<file path="src/rtl/arb_pkg.sv">
// Shared types and default widths for the round-robin line-memory arbiter.
package arb_pkg;

    typedef enum logic [1:0] {
        IDLE,
        BUSY,
        DONE
    } arb_state_t;

    typedef enum logic {
        ARB_READ,
        ARB_WRITE
    } arb_op_t;

    localparam int ARB_LINE_WIDTH = 256;
    localparam int ARB_ADDR_WIDTH = 32;

endpackage

</file>
<file path="src/rtl/rr_picker.sv">
// Combinational round-robin picker: first requester after ptr_i, scanning upwards modulo NUM_REQ.
module rr_picker #(
    parameter  int NUM_REQ = 2,
    localparam int IDX_W   = (NUM_REQ > 1) ? $clog2(NUM_REQ) : 1
) (
    input  logic [NUM_REQ-1:0] req_i,
    input  logic [IDX_W-1:0]   ptr_i,
    output logic               valid_o,
    output logic [IDX_W-1:0]   grant_o
);

    int unsigned idx;

    // Scan from the farthest offset down so the nearest requester after ptr_i wins.
    always_comb begin
        valid_o = |req_i;
        grant_o = '0;
        idx     = 0;
        for (int unsigned k = NUM_REQ; k > 0; k--) begin
            idx = (ptr_i + k) % NUM_REQ;
            if (req_i[idx]) begin
                grant_o = IDX_W'(idx);
            end
        end
    end

endmodule

</file>
<file path="src/rtl/mem_arbiter_rr.sv">
// N-requester round-robin line-memory arbiter, one outstanding transaction, guard cycle after each response.
// Optional per-channel performance counters when ARB_PERF_CNT_EN is defined.
module mem_arbiter_rr
    import arb_pkg::*;
#(
    parameter int NUM_REQ    = 2,
    parameter int LINE_WIDTH = ARB_LINE_WIDTH,
    parameter int ADDR_WIDTH = ARB_ADDR_WIDTH
) (
    input  logic                          clk,
    input  logic                          reset_n,
    input  logic [NUM_REQ-1:0]            req_read,
    input  logic [NUM_REQ-1:0]            req_write,
    input  logic [NUM_REQ*ADDR_WIDTH-1:0] req_addr,
    input  logic [NUM_REQ*LINE_WIDTH-1:0] req_wdata,
    output logic [LINE_WIDTH-1:0]         req_rdata,
    output logic [NUM_REQ-1:0]            req_resp,
    output logic                          mem_read,
    output logic                          mem_write,
    output logic [ADDR_WIDTH-1:0]         mem_addr,
    output logic [LINE_WIDTH-1:0]         mem_wdata,
    input  logic [LINE_WIDTH-1:0]         mem_rdata,
    input  logic                          mem_resp
`ifdef ARB_PERF_CNT_EN
    ,
    output logic [NUM_REQ*32-1:0]         perf_grant_cnt,
    output logic [NUM_REQ*32-1:0]         perf_wait_cnt
`endif
);

    localparam int IDX_W = (NUM_REQ > 1) ? $clog2(NUM_REQ) : 1;

    arb_state_t            state_q, state_d;
    arb_op_t               op_q;
    logic                  act_q;
    logic [IDX_W-1:0]      grant_q;
    logic [IDX_W-1:0]      rr_ptr_q;
    logic [ADDR_WIDTH-1:0] addr_q;
    logic [LINE_WIDTH-1:0] wdata_q;

    logic [NUM_REQ-1:0]    req_vec;
    logic                  pick_valid;
    logic [IDX_W-1:0]      pick_idx;
    logic                  take;
    logic                  complete;

    assign req_vec = req_read | req_write;

    rr_picker #(
        .NUM_REQ (NUM_REQ)
    ) u_picker (
        .req_i   (req_vec),
        .ptr_i   (rr_ptr_q),
        .valid_o (pick_valid),
        .grant_o (pick_idx)
    );

    always_ff @(posedge clk or negedge reset_n) begin
        if (!reset_n) begin
            state_q <= IDLE;
        end else begin
            state_q <= state_d;
        end
    end

    always_comb begin
        state_d   = state_q;
        take      = 1'b0;
        complete  = 1'b0;
        req_resp  = '0;
        req_rdata = '0;
        case (state_q)
            IDLE: begin
                if (pick_valid) begin
                    take    = 1'b1;
                    state_d = BUSY;
                end
            end
            BUSY: begin
                if (mem_resp) begin
                    complete           = 1'b1;
                    req_resp[grant_q]  = 1'b1;
                    req_rdata          = mem_rdata;
                    state_d            = DONE;
                end
            end
            DONE: begin
                state_d = IDLE;
            end
            default: begin
                state_d = IDLE;
            end
        endcase
    end

    // A channel asserting both read and write is issued as a write.
    always_ff @(posedge clk or negedge reset_n) begin
        if (!reset_n) begin
            op_q     <= ARB_READ;
            act_q    <= 1'b0;
            grant_q  <= '0;
            rr_ptr_q <= IDX_W'(NUM_REQ - 1);
            addr_q   <= '0;
            wdata_q  <= '0;
        end else if (take) begin
            op_q     <= req_write[pick_idx] ? ARB_WRITE : ARB_READ;
            act_q    <= 1'b1;
            grant_q  <= pick_idx;
            rr_ptr_q <= pick_idx;
            addr_q   <= req_addr[pick_idx*ADDR_WIDTH +: ADDR_WIDTH];
            wdata_q  <= req_wdata[pick_idx*LINE_WIDTH +: LINE_WIDTH];
        end else if (complete) begin
            act_q    <= 1'b0;
        end
    end

    assign mem_read  = act_q && (op_q == ARB_READ);
    assign mem_write = act_q && (op_q == ARB_WRITE);
    assign mem_addr  = addr_q;
    assign mem_wdata = wdata_q;

`ifdef ARB_PERF_CNT_EN
    for (genvar g = 0; g < NUM_REQ; g++) begin : g_perf
        logic [31:0] grant_cnt_q;
        logic [31:0] wait_cnt_q;
        logic        granted_now;
        logic        in_svc;

        // The channel being granted this cycle, or held in BUSY/DONE, is not waiting.
        assign granted_now = take && (pick_idx == IDX_W'(g));
        assign in_svc      = granted_now || ((state_q != IDLE) && (grant_q == IDX_W'(g)));

        always_ff @(posedge clk or negedge reset_n) begin
            if (!reset_n) begin
                grant_cnt_q <= '0;
                wait_cnt_q  <= '0;
            end else begin
                if (granted_now && (grant_cnt_q != '1)) begin
                    grant_cnt_q <= grant_cnt_q + 32'd1;
                end
                if (req_vec[g] && !in_svc && (wait_cnt_q != '1)) begin
                    wait_cnt_q <= wait_cnt_q + 32'd1;
                end
            end
        end

        assign perf_grant_cnt[g*32 +: 32] = grant_cnt_q;
        assign perf_wait_cnt[g*32 +: 32]  = wait_cnt_q;
    end
`endif

endmodule

</file>
<file path="config.mk">
export PLATFORM = sky130hd
export DESIGN_NAME = mem_arbiter_rr
export DESIGN_NICKNAME = d
export VERILOG_FILES = /design/src/rtl/arb_pkg.sv /design/src/rtl/rr_picker.sv /design/src/rtl/mem_arbiter_rr.sv
export SDC_FILE = /design/constraint.sdc
export NUM_CORES = 1
export LEC_CHECK = 0
export BUFFER_PORTS_ARGS = -buffer_cell sky130_fd_sc_hd__buf_4
export CAP_MARGIN = 30
export CORE_AREA = 2 2 544 546
export DETAILED_ROUTE_END_ITERATION = 8
export DIE_AREA = 0 0 546 548
export PLACE_DENSITY = 0.31
export SLEW_MARGIN = 0
export SYNTH_ARGS = -nofsm -noshare
export SYNTH_HDL_FRONTEND = slang
export SYNTH_HIERARCHICAL = 1
export SYNTH_SLANG_ARGS = --single-unit
export TNS_END_PERCENT = 5
</file>
<file path="constraint.sdc">
create_clock -name clk -period 2.1 [get_ports clk]
set_input_delay 0.105 -clock clk [delete_from_list [all_inputs] [get_ports clk]]
set_output_delay 0.105 -clock clk [all_outputs]
set_load 0.03 [all_outputs]
</file>
Word level (Yosys, flattened, before mapping)
Index checks and enable logic that the tools add are counted.

Add/sub/neg operators: 2. Order comparisons: 5. Equality and inequality tests: 3. Shift-type cells: 2. Muxes and demuxes: 24. Bitwise logic cells: 2. Reduce and logical (&&, ||, !) cells: 7.

Operators with widths (count): $mux W256 (2); $shiftx A512 B10 Y256 (1); $shiftx A64 B7 Y32 (1); $mux W1 (16); $lt A1 B2 Y1 const B (4); $mux W2 (4); $ne A2 B2 Y1 const B (2); $pmux W2 S2 (1); $logic_and A1 B1 Y1 (3); $add A1 B1 Y1 const B (2); $eq A2 B1 Y1 const B (1); $logic_not A2 Y1 (1); $or A2 B2 Y2 (1); $reduce_and A2 Y1 (1); $reduce_bool A2 Y1 (1); $reduce_or A2 Y1 (1); $demux W1 S1 (1); $ge A1 B1 Y1 const B (1); $not A1 Y1 (1).

Bits in registers: 294. Input port bits: 839. Output and inout port bits: 548. Word-level logic and storage cells: 52.

Depth between registers and ports, before layout
Gate-level depths: netlist of the first run.

Word-level depth: 8. Mapped depth: 6. Mapped depth without buffers: 4.

By module
Netlist of the first run, hierarchy kept.

Modules (own cells, without submodules): mem_arbiter_rr (instances 1, cells each 1235, area each 16159.2 um^2, seq. area each 7358.3 um^2); rr_picker (instances 1, cells each 2, area each 13.8 um^2, seq. area each 0.0 um^2).

Worst setup path after synthesis of the first run
No wires, ideal clock.

Path kind: input-to-reg. Start point: input req_write[0]. End point: register wdata_q[179] (netlist: mem_wdata[179]). Setup time: 0.125 ns. Arrival: 1.604 ns. Required time: 1.975 ns. Path slack: 0.372 ns. Stages on the path: 6. Path buffers: 2. Path through: or2_2 -> a21boi_0 -> buf_2 -> buf_2 -> mux2_2 -> mux2_2.

Longest elaborated chain between the ends: 6. Elaborated cells between the ends (all ways): 11. Those cells by class: shift: 1; mux: 8; bitwise: 1; reduce/logical: 1.

Ends and longest elaborated chain: from (decl) (line mem_arbiter_rr.sv:13) `input logic [NUM_REQ-1:0] req_write,`; $or A2 B2 Y2 * (line mem_arbiter_rr.sv:47) `assign req_vec = req_read | req_write;`; $mux W1 (implied by the code) (2 in series) (line rr_picker.sv:21) `if (req_i[idx]) begin`; $mux W1 (line rr_picker.sv:21); $mux W1 * (line rr_picker.sv:21); named net pick_idx (line mem_arbiter_rr.sv:43) `logic [IDX_W-1:0] pick_idx;`; $shiftx A512 B10 Y256 * (line mem_arbiter_rr.sv:111) `wdata_q <= req_wdata[pick_idx*LINE_WIDTH +: LINE_WIDTH];`; to (signal assigned) (line mem_arbiter_rr.sv:111); to (decl) (line mem_arbiter_rr.sv:39) `logic [LINE_WIDTH-1:0] wdata_q;`.

Mark *: on every way through the listed nets, which the timed path passes. The rest lies on a longest branch. The select of a mux whose other input is x is not followed. A chain may end at the register's enable or synchronous reset.

Worst setup path after layout of the first run
Start point: register state_q[0]. End point: output req_rdata[132].

Longest elaborated chain between the ends: 2.

Ends and longest elaborated chain: from (decl) (line mem_arbiter_rr.sv:33) `arb_state_t state_q, state_d;`; from (signal assigned) (line mem_arbiter_rr.sv:62) `state_q <= state_d;`; $eq A2 B1 Y1 (line mem_arbiter_rr.sv:72) `case (state_q)`; $mux W256 (line mem_arbiter_rr.sv:72); to (decl) (line mem_arbiter_rr.sv:16) `output logic [LINE_WIDTH-1:0] req_rdata,`.

Every way passes these cells.

==> results.sh, run 1 <==
export IMPL_synth_warnings=6
export IMPL_fmax_mhz=410
export IMPL_slowest_delay_ns=0.41
export IMPL_die_y_um=548
export IMPL_num_vias=19000
export IMPL_final_hold_viol_count=0
export IMPL_crit_type="reg -> out"
export IMPL_dieArea_um2=299000
export IMPL_synthMuxAreaShare=0.404
export IMPL_cp_max_fo=22
export IMPL_synthArstFlopShare=1.00
export IMPL_maxCapViolations=0
export IMPL_startpoint="state_q[0]"
export IMPL_dr_pass1_iters=5
export IMPL_wire_per_inst_um=29.5
export IMPL_ir_drop_mv=1.04
export IMPL_synth_top_area_frac=0.453
export IMPL_yosysMostFrequentCell="mux2_2"
export IMPL_synth_compound_area_share=0.00124
export IMPL_fin_crit_ns=2.44
export IMPL_leakage_nw=17.9
export IMPL_synth_nets=2076
export IMPL_min_from="req_wdata[226]"
export IMPL_final_max_slew_violation_count=0
export IMPL_port_buffers=1386
export IMPL_grt_overflow=0
export IMPL_grt_max_degree=49
export IMPL_slew_headroom=0.707
export IMPL_yosys_area_top_type="dfrtp_1"
export IMPL_synth_yosys_seq_area_share=0.455
export IMPL_drive_above_1_share=0.698
export IMPL_r2r_start="rr_ptr_q"
export IMPL_antenna_found_initial=108
export IMPL_synth_edf_count=0
export IMPL_synth_xor_area_frac=0
export IMPL_fin_ws_ns=-0.337
export IMPL_synthesis_area_um2=16200
export IMPL_drtAntennaViolNets=0
export IMPL_netlist_instances=1237
export IMPL_drcViolationCount=0
export IMPL_ys_ff_latch=294
export IMPL_critPathLaunchType="register"
export IMPL_synth_ff_type="dfrtp_1"
export IMPL_setup_violations=256
export IMPL_synth_commonest_cells="580 x mux2_2, 293 x dfrtp_1, 258 x and2_1"
export IMPL_finalInstanceArea_um2=42200
export IMPL_die_w_um=546
export IMPL_grt_pass1_wl_mm=258
export IMPL_period_share=1.16
export IMPL_synthAdderAreaFrac=0
export IMPL_synth_top_family_by_area="multiplexers"
export IMPL_r2r_end="mem_wdata[160]"
export IMPL_synth_area_top_cells="dfrtp_1 45%, mux2_2 40%, and2_1 10%"
export IMPL_reg2reg_slack_ns=0.06
export IMPL_finalSetupTns_ns=-60.81
export IMPL_dp_hpwl_mm=189
export IMPL_start_util=0.0552
export IMPL_path_buf_inv=4
export IMPL_arrival_ns=2.33
export IMPL_io_pins=1387
export IMPL_clock_sinks=294
export IMPL_worst_pin_slew_ns=0.440
export IMPL_via_per_inst=2.63
export IMPL_cp_common_cell="buf_6"
export IMPL_p_per_area_nw_per_um2=1300
export IMPL_routed_wl_mm=214
export IMPL_nNetsFinal=4103
export IMPL_route_met2_wl_mm=100
export IMPL_hp_class="in -> reg"
export IMPL_synthToLayoutAreaGrowth_pct=161
export IMPL_skew_ns=0.0401
export IMPL_cts_root_buf="clkbuf_16"
export IMPL_clkTransAtPathRegs_ns=0.06
export IMPL_post_synth_cell_area_avg_um2=13.1
export IMPL_drtIter0Drc=622
export IMPL_whs_path_depth=4
export IMPL_cts_buffers=46
export IMPL_rsz0062_at_grt="yes"
export IMPL_crit_chain="nand3b_1, bufinv_16, buf_6, buf_16, and2_1, buf_6"
export IMPL_cts_tree="done"
export IMPL_grt_total_usage=0.137
export IMPL_wl_met1_mm=69.3
export IMPL_htreeDepth=2
export IMPL_rows=199
export IMPL_crit_path_end_kind="primary output"
export IMPL_clock_latency_ns=0.69
export IMPL_crit_family="buffers and inverters"
export IMPL_ys_types=20
export IMPL_dr_wl_met3_mm=40.0
export IMPL_gp_congestion=0.826
export IMPL_placed_cell_area_um2=31800
export IMPL_status="finished with violations"
export IMPL_core_area_um2=293000
export IMPL_r2r_cells=5
export IMPL_required_ns=2.00
export IMPL_clk_path_buf_depth=3
export IMPL_synthSimpleGateAreaFrac=0.104
export IMPL_first_global_vias=21000
export IMPL_top_layer_used="met5"
export IMPL_violations="setup timing"
export IMPL_slowest_stage="dfrtp_1"
export IMPL_holdPathEnd="mem_wdata[226]"
==> cell families after synthesis <==
group	count (synthesis)
AND/OR/NAND/NOR	267
AO/OA/AOI/OAI	3
buffers and inverters	93
multiplexers	580
flip-flops	294
==> worst max path at each step <==
stage	end	slack [ns]	cells past startpoint
global route	req_rdata[194]	-0.48	6
finish	req_rdata[132]	-0.34	6
global placement	mem_wdata[167]	-0.06	7
detailed placement	mem_wdata[183]	-0.07	7
CTS	req_rdata[22]	-0.53	6
floorplan	mem_wdata[179]	0.37	6
==> layout by cell type, fill, tap and decap left out, types with 2 or more instances in the layout <==
master         synthesis  layout
buf_4                 12    1194
dlygate4sd3_1          0     582
mux2_2               580     580
dfrtp_1              293     293
and2_4                 0     147
buf_12                 0     135
buf_6                 20     116
and2_1               258     109
clkbuf_16              0      49
buf_8                  0      32
diode_2                0      26
clkbuf_8               0      11
clkinv_2               0       9
buf_16                 0       7
bufinv_16              0       6
clkbuf_1              25       6
inv_6                  0       3
nand2b_1               2       2
and2_2                 0       2
or2_2                  2       2
clkinv_16              0       2
clkinv_4               0       2
==> repair_timing <==
action | 4_1_cts | 5_1_grt
cloned | 5 | 6
endpoints found under the hold margin | 585 | 0
gates resized for setup | 516 | 179
pin swaps | 58 | 67
hold buffers | 583 | 0
setup endpoints to repair | 258 | 258
buffers inserted | 5 | 10
==> layer usage <==
metal / GRT usage / vias to the layer above
met5: 0 / -
li1: - / 8413
met2: 0.229 / 1198
met3: 0.118 / 256
met1: 0.128 / 9143
met4: 0.0231 / 22
==> registers in the layout (all words and copies together), names as in the netlist <==
register,count
grant_q,1
rr_ptr_q,1
mem_wdata,256
act_q,1
op_q,1
state_q,2
mem_addr,32
==> final cells by class <==
cell class,instances,area [um2]
antenna,26,65.1
clock buffer,63,1330
clock inverter,21,307
fill,33100,251000
inverter,1,30.0
multi-input combinational,850,8620
sequential,294,7360
tap,3919,4900
timing repair buffer,2069,19500
timing repair inverter,2,25.0
==> through the flow <==
stage               setup WS (ns)  cells  power (mW)  utilization  hold WS [ns]
floorplan                   0.372   1237        26.3            -        -0.191
global placement          -0.0604   6526        43.7        0.109         0.132
detailed placement        -0.0706   6526        43.7        0.109         0.128
CTS                        -0.526   7203        55.7        0.141         0.185
global route               -0.482   7234        58.0        0.144         0.242
finish                     -0.337   7245        54.8        0.144         0.309
==> where the power goes <==
part	switching, mW	internal (mW)
sequential	2.14	8.68
clock	3.56	5.06
combinational	20.6	14.8
total	26.3	28.5
==> worst reg2reg max path, delay by kind of cell (launching register included) <==
| kind | cells | cell delay [ns] |
|---|---|---|
| buffers and inverters | 2 | 0.64 |
| muxes | 2 | 0.62 |
| AOI/OAI and AO/OA | 1 | 0.23 |
| DFF | 1 | 0.40 |
No activity file was read; power rests on OpenSTA's default activity.
==> run 2, diff against run 1 <==
--- a/config.mk
+++ b/config.mk
@@ -7,10 +7,11 @@
 export LEC_CHECK = 0
 export BUFFER_PORTS_ARGS = -buffer_cell sky130_fd_sc_hd__buf_4
 export CAP_MARGIN = 30
-export CORE_AREA = 2 2 544 546
+export CORE_AREA = 2 2 540 542
 export DETAILED_ROUTE_END_ITERATION = 8
-export DIE_AREA = 0 0 546 548
-export PLACE_DENSITY = 0.31
+export DIE_AREA = 0 0 542 544
+export MAX_ROUTING_LAYER = met4
+export PLACE_DENSITY = 0.32
 export SLEW_MARGIN = 0
 export SYNTH_ARGS = -nofsm -noshare
 export SYNTH_HDL_FRONTEND = slang
==> constraint.sdc (replaced) <==
create_clock -name clk -period 3 [get_ports clk]
set_input_delay 0.15 -clock clk [delete_from_list [all_inputs] [get_ports clk]]
set_output_delay 0.15 -clock clk [all_outputs]
set_load 0.03 [all_outputs]
==> results.sh, run 2 (same netlist as run 1, synthesis figures left out) <==
export IMPL_status="finished, final reports clean"
export IMPL_r2r_end="mem_wdata[115]"
export IMPL_critPathLaunchType="primary input"
export IMPL_nNetsFinal=4042
export IMPL_maxCapViolations=0
export IMPL_ff_latch_area_um2=7360
export IMPL_r2r_start="rr_ptr_q"
export IMPL_grtUsageMet3=0.118
export IMPL_cts_root_buf="clkbuf_16"
export IMPL_clkTransAtPathRegs_ns=0.06
export IMPL_hp_class="in -> async"
export IMPL_clock_sinks=294
export IMPL_p_clk_frac=0.159
export IMPL_worst_pin_slew_ns=0.760
export IMPL_cts_buffers=46
export IMPL_power_frac_comb=0.639
export IMPL_die_y_um=544
export IMPL_busiest_layer="met2"
export IMPL_r2r_cells=6
export IMPL_multi_input_area_um2=8240
export IMPL_crit_path_end_kind="register"
export IMPL_holdBufCountCts=581
export IMPL_final_common_cell="buf_4"
export IMPL_swShare=0.482
export IMPL_wire_per_inst_um=29.7
export IMPL_grt_pass1_wl_mm=253
export IMPL_drtIter0Drc=631
export IMPL_drcViolationCount=0
export IMPL_postCtsSetupRepairBufs=0
export IMPL_grt_max_degree=83
export IMPL_antenna_found_initial=150
export IMPL_port_buffers=1386
export IMPL_grt_use_met2=0.222
export IMPL_grt_total_usage=0.142
export IMPL_first_global_vias=20300
export IMPL_io_pins=1387
export IMPL_largest_reg_flops=256
export IMPL_num_fill_cells=33100
export IMPL_die_w_um=542
export IMPL_htreeDepth=2
export IMPL_routed_wl_mm=211
export IMPL_setup_violations=0
export IMPL_seqPwrFrac=0.202
export IMPL_rows=198
export IMPL_dieArea_um2=295000
export IMPL_dr_pass1_iters=4
export IMPL_synthToLayoutAreaGrowth_pct=140
export IMPL_required_ns=3.56
export IMPL_gp_congestion=0.825
export IMPL_final_max_slew_violation_count=0
export IMPL_arrival_ns=3.38
export IMPL_use_met1=0.133
export IMPL_rsz0062_at_grt="no"
export IMPL_via_per_inst=2.65
export IMPL_leakage_nw=16.7
export IMPL_clk_path_buf_depth=3
export IMPL_p_per_area_nw_per_um2=935
export IMPL_grt_overflow=0
export IMPL_fmax_mhz=355
export IMPL_drtAntennaViolNets=0
export IMPL_start_util=0.0559
export IMPL_final_hold_viol_count=0
export IMPL_slew_headroom=0.493
export IMPL_layout_common_cells="1411 x buf_4, 581 x dlygate4sd3_1, 580 x mux2_2"
export IMPL_cp_max_fo=56
export IMPL_period_share=0.939
export IMPL_dp_cells=6374
export IMPL_reg2reg_slack_ns=0.28
export IMPL_cts_tree="done"
export IMPL_internal_power_mw=18.8
export IMPL_num_vias=18800
export IMPL_drive_above_1_share=0.646
export IMPL_skew_ns=0.0361
export IMPL_crit_type="in -> reg"
export IMPL_ir_drop_mv=0.498
export IMPL_finalSetupTns_ns=0
export IMPL_fin_cells=7113
export IMPL_cts_repair_resize_count=0
export IMPL_fin_crit_ns=2.82
export IMPL_p_sw_mw=17.5
export IMPL_core_area_um2=289000
export IMPL_clock_latency_ns=0.70
export IMPL_dp_hpwl_mm=190
==> run 2: worst max-delay path by stage <==
stage | startpoint | endpoint | depth (start not counted)
finish | req_write[0] | mem_wdata[115] | 9
global route | state_q[1] | req_rdata[12] | 6
CTS | state_q[1] | req_rdata[13] | 6
detailed placement | req_write[0] | mem_wdata[132] | 7
global placement | req_write[0] | mem_wdata[118] | 7
floorplan | req_write[0] | mem_wdata[179] | 6
==> run 2: stage by stage <==
stage	hold slack, ns	power, mW	area, um2	setup slack (ns)	utilization
after CTS	0.0142	37.6	38700	0.0574	0.134
after global routing	0.0551	38.5	38800	0.0938	0.134
after detailed placement	0.228	29.8	31300	0.596	0.108
after global placement	0.213	29.8	31300	0.626	0.108
final	0.0492	36.3	38900	0.183	0.134
after floorplan	-0.146	18.4	16200	1.23	-
==> run 2: power groups by stage <==
stage	logic (mW)	clock network [mW]	registers, mW
after floorplan	7.30	0	11.1
after global placement	22.4	0	7.40
after detailed placement	22.4	0	7.42
after CTS	24.0	6.21	7.39
after global routing	24.6	6.23	7.64
final	23.2	5.79	7.35
==> run 2: final cells by class <==
class / instances / share of cell area
inverters: 1 / 0.000290
well taps: 3800 / 0.122
multi-input cells: 850 / 0.212
clock buffers: 69 / 0.0360
repair buffers: 2010 / 0.431
flip-flops and latches: 294 / 0.189
clock inverters: 16 / 0.00412
diodes: 73 / 0.00470
==> run 2: worst max-delay path: stages <==
cell           delay (ns)
dlygate4sd3_1        0.53
buf_4                0.13
or2_2                0.33
a21boi_4             0.28
buf_12               0.27
buf_12               0.34
mux2_2               0.38
dlygate4sd3_1        0.56
mux2_2               0.26
==> run 2: routing by layer <==
| layer | wire length, um | share of wire |
|---|---|---|
| met1 | 69400 | 0.33 |
| met2 | 94900 | 0.45 |
| met3 | 41600 | 0.20 |
| met4 | 5160 | 0.024 |
| met5 | 0 | 0 |
